### config.mk
export PLATFORM = sky130hd
export DESIGN_NAME = regfile_dump_reader
export DESIGN_NICKNAME = d
export VERILOG_FILES = /design/src/rtl/regfile_dump_reader.sv
export SDC_FILE = /design/constraint.sdc
export NUM_CORES = 1
export LEC_CHECK = 0
export CORE_ASPECT_RATIO = 1.4
export CORE_MARGIN = 5
export CORE_UTILIZATION = 35
export CTS_BUF_LIST = sky130_fd_sc_hd__clkbuf_4
export CTS_CLUSTER_DIAMETER = 40
export DETAILED_ROUTE_END_ITERATION = 8
export DONT_BUFFER_PORTS = 1
export PLACE_DENSITY = 0.55
export SYNTH_ARGS = -nofsm -noshare
export SYNTH_HDL_FRONTEND = slang
export SYNTH_SLANG_ARGS = --single-unit
### constraint.sdc
create_clock -name clk -period 2 [get_ports clk]
set_clock_uncertainty 0.15 [all_clocks]
set_input_delay 0 -clock clk [delete_from_list [all_inputs] [get_ports clk]]
set_output_delay 0 -clock clk [all_outputs]
set_load 0.03 [all_outputs]
### src/rtl/regfile_dump_reader.sv
// Walks the register file read port from address 0 to NREGS-1 and streams each word over
// valid/ready. Optional XOR checksum beat when REGFILE_DUMP_CHECKSUM_EN is defined.
module regfile_dump_reader #(
    parameter int unsigned NREGS = 32,
    parameter int unsigned AW    = 5,
    parameter int unsigned DW    = 32
) (
    input  logic          clk,
    input  logic          rst_n,
    input  logic          start_i,
    output logic [AW-1:0] rd_addr_o,
    input  logic [DW-1:0] rd_data_i,
    output logic          out_valid_o,
    input  logic          out_ready_i,
    output logic [AW-1:0] out_addr_o,
    output logic [DW-1:0] out_data_o,
    output logic          out_last_o,
    output logic          busy_o,
    output logic          done_o
);

    localparam logic [AW-1:0] LastAddr = AW'(NREGS - 1);

`ifdef REGFILE_DUMP_CHECKSUM_EN
    typedef enum logic [2:0] {StIdle, StLoad, StSend, StSum, StFin} state_e;
`else
    typedef enum logic [2:0] {StIdle, StLoad, StSend, StFin} state_e;
`endif

    state_e        state_q, state_d;
    logic [AW-1:0] ptr_q, ptr_d;
    logic          valid_q, valid_d;
    logic [AW-1:0] addr_q, addr_d;
    logic [DW-1:0] data_q, data_d;
    logic          last_q, last_d;
`ifdef REGFILE_DUMP_CHECKSUM_EN
    logic [DW-1:0] sum_q, sum_d;
`endif

    always_ff @(posedge clk or negedge rst_n) begin
        if (!rst_n) begin
            state_q <= StIdle;
            ptr_q   <= '0;
            valid_q <= 1'b0;
            addr_q  <= '0;
            data_q  <= '0;
            last_q  <= 1'b0;
`ifdef REGFILE_DUMP_CHECKSUM_EN
            sum_q   <= '0;
`endif
        end else begin
            state_q <= state_d;
            ptr_q   <= ptr_d;
            valid_q <= valid_d;
            addr_q  <= addr_d;
            data_q  <= data_d;
            last_q  <= last_d;
`ifdef REGFILE_DUMP_CHECKSUM_EN
            sum_q   <= sum_d;
`endif
        end
    end

    always_comb begin
        state_d = state_q;
        ptr_d   = ptr_q;
        valid_d = valid_q;
        addr_d  = addr_q;
        data_d  = data_q;
        last_d  = last_q;
`ifdef REGFILE_DUMP_CHECKSUM_EN
        sum_d   = sum_q;
`endif
        unique case (state_q)
            StIdle: begin
                if (start_i) begin
                    state_d = StLoad;
                    ptr_d   = '0;
`ifdef REGFILE_DUMP_CHECKSUM_EN
                    sum_d   = '0;
`endif
                end
            end
            StLoad: begin
                // Word is sampled here, so writes landing before this cycle are visible.
                data_d  = rd_data_i;
                addr_d  = ptr_q;
                valid_d = 1'b1;
`ifdef REGFILE_DUMP_CHECKSUM_EN
                sum_d   = sum_q ^ rd_data_i;
                last_d  = 1'b0;
`else
                last_d  = (ptr_q == LastAddr);
`endif
                state_d = StSend;
            end
            StSend: begin
                if (out_ready_i) begin
                    valid_d = 1'b0;
                    if (ptr_q != LastAddr) begin
                        ptr_d   = ptr_q + 1'b1;
                        state_d = StLoad;
                    end else begin
`ifdef REGFILE_DUMP_CHECKSUM_EN
                        valid_d = 1'b1;
                        addr_d  = '0;
                        data_d  = sum_q;
                        last_d  = 1'b1;
                        state_d = StSum;
`else
                        state_d = StFin;
`endif
                    end
                end
            end
`ifdef REGFILE_DUMP_CHECKSUM_EN
            StSum: begin
                if (out_ready_i) begin
                    valid_d = 1'b0;
                    state_d = StFin;
                end
            end
`endif
            StFin: begin
                ptr_d   = '0;
                state_d = StIdle;
            end
            default: state_d = StIdle;
        endcase
    end

    assign rd_addr_o   = ptr_q;
    assign out_valid_o = valid_q;
    assign out_addr_o  = addr_q;
    assign out_data_o  = data_q;
    assign out_last_o  = last_q;
    assign busy_o      = (state_q != StIdle);
    assign done_o      = (state_q == StFin);

endmodule

# After elaboration in Yosys (flattened, before gate mapping)
# Cells that the tools add are included.
# word_totals
latch_bits	0
mem_bits_rw	0
out_inout_bits	46
romBits	0
elab_cells	32
in_bits	36
memories	0
reg_bits	47
# classes
n_mux	10
div	0
multipliers	0
n_addsub	1
magnitude_cmp	0
n_eq_ne	8
reduce_logical	7
bitwise	0
shifts	0
# op_table
operator	count
$mux W5	3
$pmux W5 S3	1
$pmux W3 S3	1
$eq A3 B2 Y1 const B	2
$mux W3	2
$ne A2 B2 Y1 const B	3
$reduce_bool A3 Y1	2
$add A5 B1 Y5 const B	1
$eq A5 B5 Y1 const B	1
$ne A5 B5 Y1 const B	1
$reduce_and A2 Y1	2
$reduce_and A4 Y1	1
$eq A3 B1 Y1 const B	1
$logic_not A3 Y1	1
$mux W2	1
$pmux W1 S2	1
$reduce_bool A2 Y1	1
$mux W1	1

# Longest topological paths before layout
# logic_depth
ltp_word	4
ltp_mapped	7
depth_no_buf	7

# Worst setup path before layout
# Ideal clock, no wire load.
# synth_path
path_kind	flip-flop to flip-flop
startpoint	register ptr_q[0] (netlist: rd_addr_o[0])
endpoint	register ptr_q[3] (netlist: rd_addr_o[3])
path_stages_with_launch	8
setup_slack_ns	-0.064
arrival_ns	1.777
n_path_buf	0
period_less_slack_ns	2.064
required_ns	1.713
setup_ns	0.137
cell_sequence	dfrtp_1 -> ha_1 -> and3_1 -> ha_1 -> and3b_4 -> o21ai_4 -> o21ai_2 -> o31ai_2
# synth_between
elab_chain_len	4
elab_cells_between_ends	7
classes_between	1 x add/sub; 2 x eq/ne; 3 x mux; 1 x reduce/logical
# synth_rtl
element	line	source
start, declared	31	logic [AW-1:0] ptr_q, ptr_d;
start signal, assigned	53	ptr_q <= ptr_d;
$add A5 B1 Y5	101	ptr_d = ptr_q + 1'b1;
$mux W5	100	if (ptr_q != LastAddr) begin
$mux W5	98	if (out_ready_i) begin
$pmux W5 S3	74	unique case (state_q)
# Parallel ways exist; a longest one is shown, timed or not. The select of a mux whose other input is x is not followed.
# A chain may end at the register's enable or synchronous reset.

# Worst setup path in the final report
# Same ends and word-level chain as after synthesis.

==> impl_summary.log <==
INFO  metric ctsHtreeMaxLevel = 2
INFO  metric io_pins = 82
INFO  metric cp.arrival = 2.00 ns
INFO  metric timing.critical_path.required = 2.10 ns
INFO  metric synth.net_count = 181
INFO  metric avg_cell_area_syn = 14.57 µm²
INFO  metric cts.sinks = 46
INFO  metric synthesis.area = 0.001996 mm²
INFO  metric layout-drive-gt1-share = 36.41%
INFO  metric die_area = 0.007334 mm²
INFO  metric start_kind = flop
INFO  metric crit_start = rd_addr_o[0]$_DFFE_PN0P_
INFO  metric finalWeightedCongestion = 0.7462
INFO  metric yosys_warnings = 0
INFO  metric clk_root_buffer_cell = sky130_fd_sc_hd__clkbuf_4
INFO  metric postSynth.asyncResetShare = 100.0%
INFO  metric max-cap-violations = 0
INFO  metric synth-seq-area-share = 57.68%
INFO  metric vias_per_cell = 4.829
INFO  metric die_span_in_x = 73.82 µm
INFO  metric finalInstanceArea = 0.002586 mm²
INFO  metric detail-route-antenna-nets = 0
INFO  metric fin_crit = 1.897 ns
INFO  metric holdCritStartpoint = rd_data_i[27]
INFO  metric vdd_ir_drop_max = 0.0005489 V
INFO  metric run_status = complete, no violations
INFO  metric max-clock-path-buffers = 2
INFO  metric power_density = 1626 mW/mm²
INFO  metric port-buffer-count = 0
INFO  metric power = 4.206 mW
INFO  metric cell_count_after_placement = 207
INFO  metric critical_path_class = flop to flop
INFO  metric rsz0062_at_grt = no
INFO  metric max_freq = 0.5272 GHz
INFO  metric chipHeight = 99.35 µm
INFO  metric worst_skew_pair.late_latency = 0.35 ns
INFO  metric setup-tns-final = 0 ns
INFO  metric ordered_list_of_cells_on_the_worst_path = ha_2 -> and3_1 -> ha_2 -> and3b_4 -> o21ai_4 -> o21ai_2 -> o31ai_2
INFO  metric cts_tree = yes
INFO  metric path_clk_slew = 0.14 ns
INFO  metric slew-limit-headroom = 75.78%
INFO  metric final_nets = 227
INFO  metric hpwlAfterDp = 3.029 mm
INFO  metric synthFlopType = sky130_fd_sc_hd__dfrtp_1
INFO  metric area.growth.synth_to_final = 29.59%
INFO  metric fin_cells = 252
INFO  metric placeable_core_area = 0.005525 mm²
INFO  metric fin_crit_sh = 94.83%
INFO  metric place_area = 0.002111 mm²
INFO  metric crit_path_top_delay_cell = sky130_fd_sc_hd__dfrtp_2
INFO  metric number_of_global_route_vias_before_repair = 1353
INFO  metric hold_viol_final = 0
INFO  metric cp_max_fo = 7
INFO  metric min_path_type = input pin to flop
INFO  metric slew_violations = 0
INFO  metric cts_buffers = 5
INFO  metric most_frequent_cell_on_critical_path = sky130_fd_sc_hd__ha_2
INFO  metric critical_path.reg2reg.startpoint = rd_addr_o[0]$_DFFE_PN0P_
INFO  metric grt_remaining_overflow = 0
INFO  metric detailedRoute.firstPassIterationCount = 4
INFO  metric diodes = 0
INFO  metric setup_viol = 0
INFO  metric timing.critical_path.to_type = flop
INFO  metric synth.lib_cells_used.distinct = 25
INFO  metric slowest_delay = 0.43 ns
INFO  metric actual_slew_at_the_worst_max_slew_pin = 0.3633 ns
INFO  metric routedWlPerCell = 16.85 µm
INFO  metric pin_count_of_the_biggest_net_entering_global_routing = 47
INFO  metric floorplan.rows = 32
INFO  metric drt_first_iter_violations = 14
INFO  metric synth_enable_flop_cells = 0
INFO  metric grt_antenna_before_repair = 0
INFO  metric floorplan.initialDensity = 36.12%
INFO  metric grt_pass1_wl = 6.541 mm
INFO  metric power.static_leakage = 1.147 nW
INFO  metric route.vias.total = 1217
INFO  metric synth_seq_cells = 46
INFO  metric drt_wl_total = 4.246 mm
INFO  metric grt_util_all_layers = 11.56%
INFO  metric postSynthCellCount = 137
INFO  metric fin_worst_hold_slack = 0.1782 ns
INFO  metric remaining_drc_errors = 0
## routing by layer
layer / up-vias / global-route usage, % / wire (µm)
li1: 564 / - / -
met1: 598 / 11.36 / 1503
met2: 51 / 21.52 / 2345
met3: 4 / 3.741 / 338
met4: 0 / 4.603 / 59
met5: - / 0 / 0
## flip-flops by register name, summed over array words and instances (netlist names)
name / flops
out_addr_o: 5
out_data_o: 32
out_last_o: 1
out_valid_o: 1
rd_addr_o: 5
state_q: 2
## cell usage in the layout, fill, tap and decap left out, drive strengths merged
cell type	count
a21oi	1
a31o	1
and2	1
and3	1
and3b	1
buf	8
bufinv	1
clkbuf	6
clkinvlp	1
dfrtp	46
dlygate4sd3	36
ha	8
inv	4
mux2	38
nand2	10
nand2b	1
nand3	3
nor2	3
nor2b	2
o21ai	8
o2bb2ai	1
o31ai	2
or2b	1
## cell families (layout without fill, tap and decap cells)
kind of cell | after synthesis | count (layout) | synth area share [%]
adders and majority gates | 8 | 8 | 5.016
buffers and inverters | 9 | 56 | 2.758
muxes | 38 | 38 | 23.13
AOI/OAI and AO/OA | 13 | 13 | 5.454
and+or+nand+nor | 23 | 23 | 5.956
DFF | 46 | 46 | 57.68
## power by group
group / total (mW) / internal, mW / switching, mW / leakage, nW
Sequential: 2.31 / 1.31 / 0.998 / 0.557
Clock: 0.562 / 0.278 / 0.284 / 0.0419
Combinational: 1.34 / 0.740 / 0.595 / 0.549
Total: 4.21 / 2.33 / 1.88 / 1.15
## metrics by stage
step / setup WS (ns) / util [%]
3_3_place_gp: 0.09152 / 38.20
4_1_cts: 0.02213 / 46.72
2_1_floorplan: 0.006056 / -
5_1_grt: 0.04254 / 46.81
3_5_place_dp: 0.04137 / 38.20
6_report: 0.1034 / 46.81
## final timing paths
check,to,slack (ns),cells after the start
max,rd_addr_o[3]$_DFFE_PN0P_,0.10,7
min,out_data_o[27]$_DFFE_PN0P_,0.18,2
max reg2reg,rd_addr_o[3]$_DFFE_PN0P_,0.10,7
min reg2reg,state_q[0]$_DFFE_PN0P_,0.50,3
max in group asynchronous,out_data_o[24]$_DFFE_PN0P_,0.93,3
min in group asynchronous,out_data_o[30]$_DFFE_PN0P_,0.56,3
## layout make-up
cell class | instances | area, µm²
Multi-Input combinational cell | 82 | 797.0
Clock inverter | 2 | 37.54
Clock buffer | 6 | 45.04
Timing Repair Buffer | 44 | 452.9
Tap cell | 68 | 85.08
Inverter | 4 | 15.01
Sequential cell | 46 | 1154
Fill cell | 478 | 2939
## synthesized netlist by cell type (all sizes together) (2+ instances only)
| master | count | area, µm² |
|---|---|---|
| o31ai | 2 | 20.02 |
| inv | 4 | 15.01 |
| nand3 | 3 | 15.01 |
| buf | 5 | 40.04 |
| nor2 | 3 | 11.26 |
| mux2 | 38 | 461.7 |
| nand2 | 10 | 37.54 |
| nor2b | 2 | 12.51 |
| ha | 8 | 100.1 |
| o21ai | 8 | 66.31 |
| dfrtp | 46 | 1151 |
## worst max-delay path: cells and delay by family (launching register included)
family / cells / cell delay (ns)
compound gates: 3 / 0.33
fa+ha+maj: 2 / 0.38
simple gates: 2 / 0.51
flops: 1 / 0.43
## repair_timing
| action | CTS | global route |
|---|---|---|
| buffers inserted | 0 | 0 |
| endpoints found under the hold margin | 86 | 0 |
| resized for setup | 0 | 2 |
| hold buffers | 37 | 0 |
| endpoints found under the setup margin | 0 | 3 |
No activity file was read; power rests on OpenSTA's default activity.
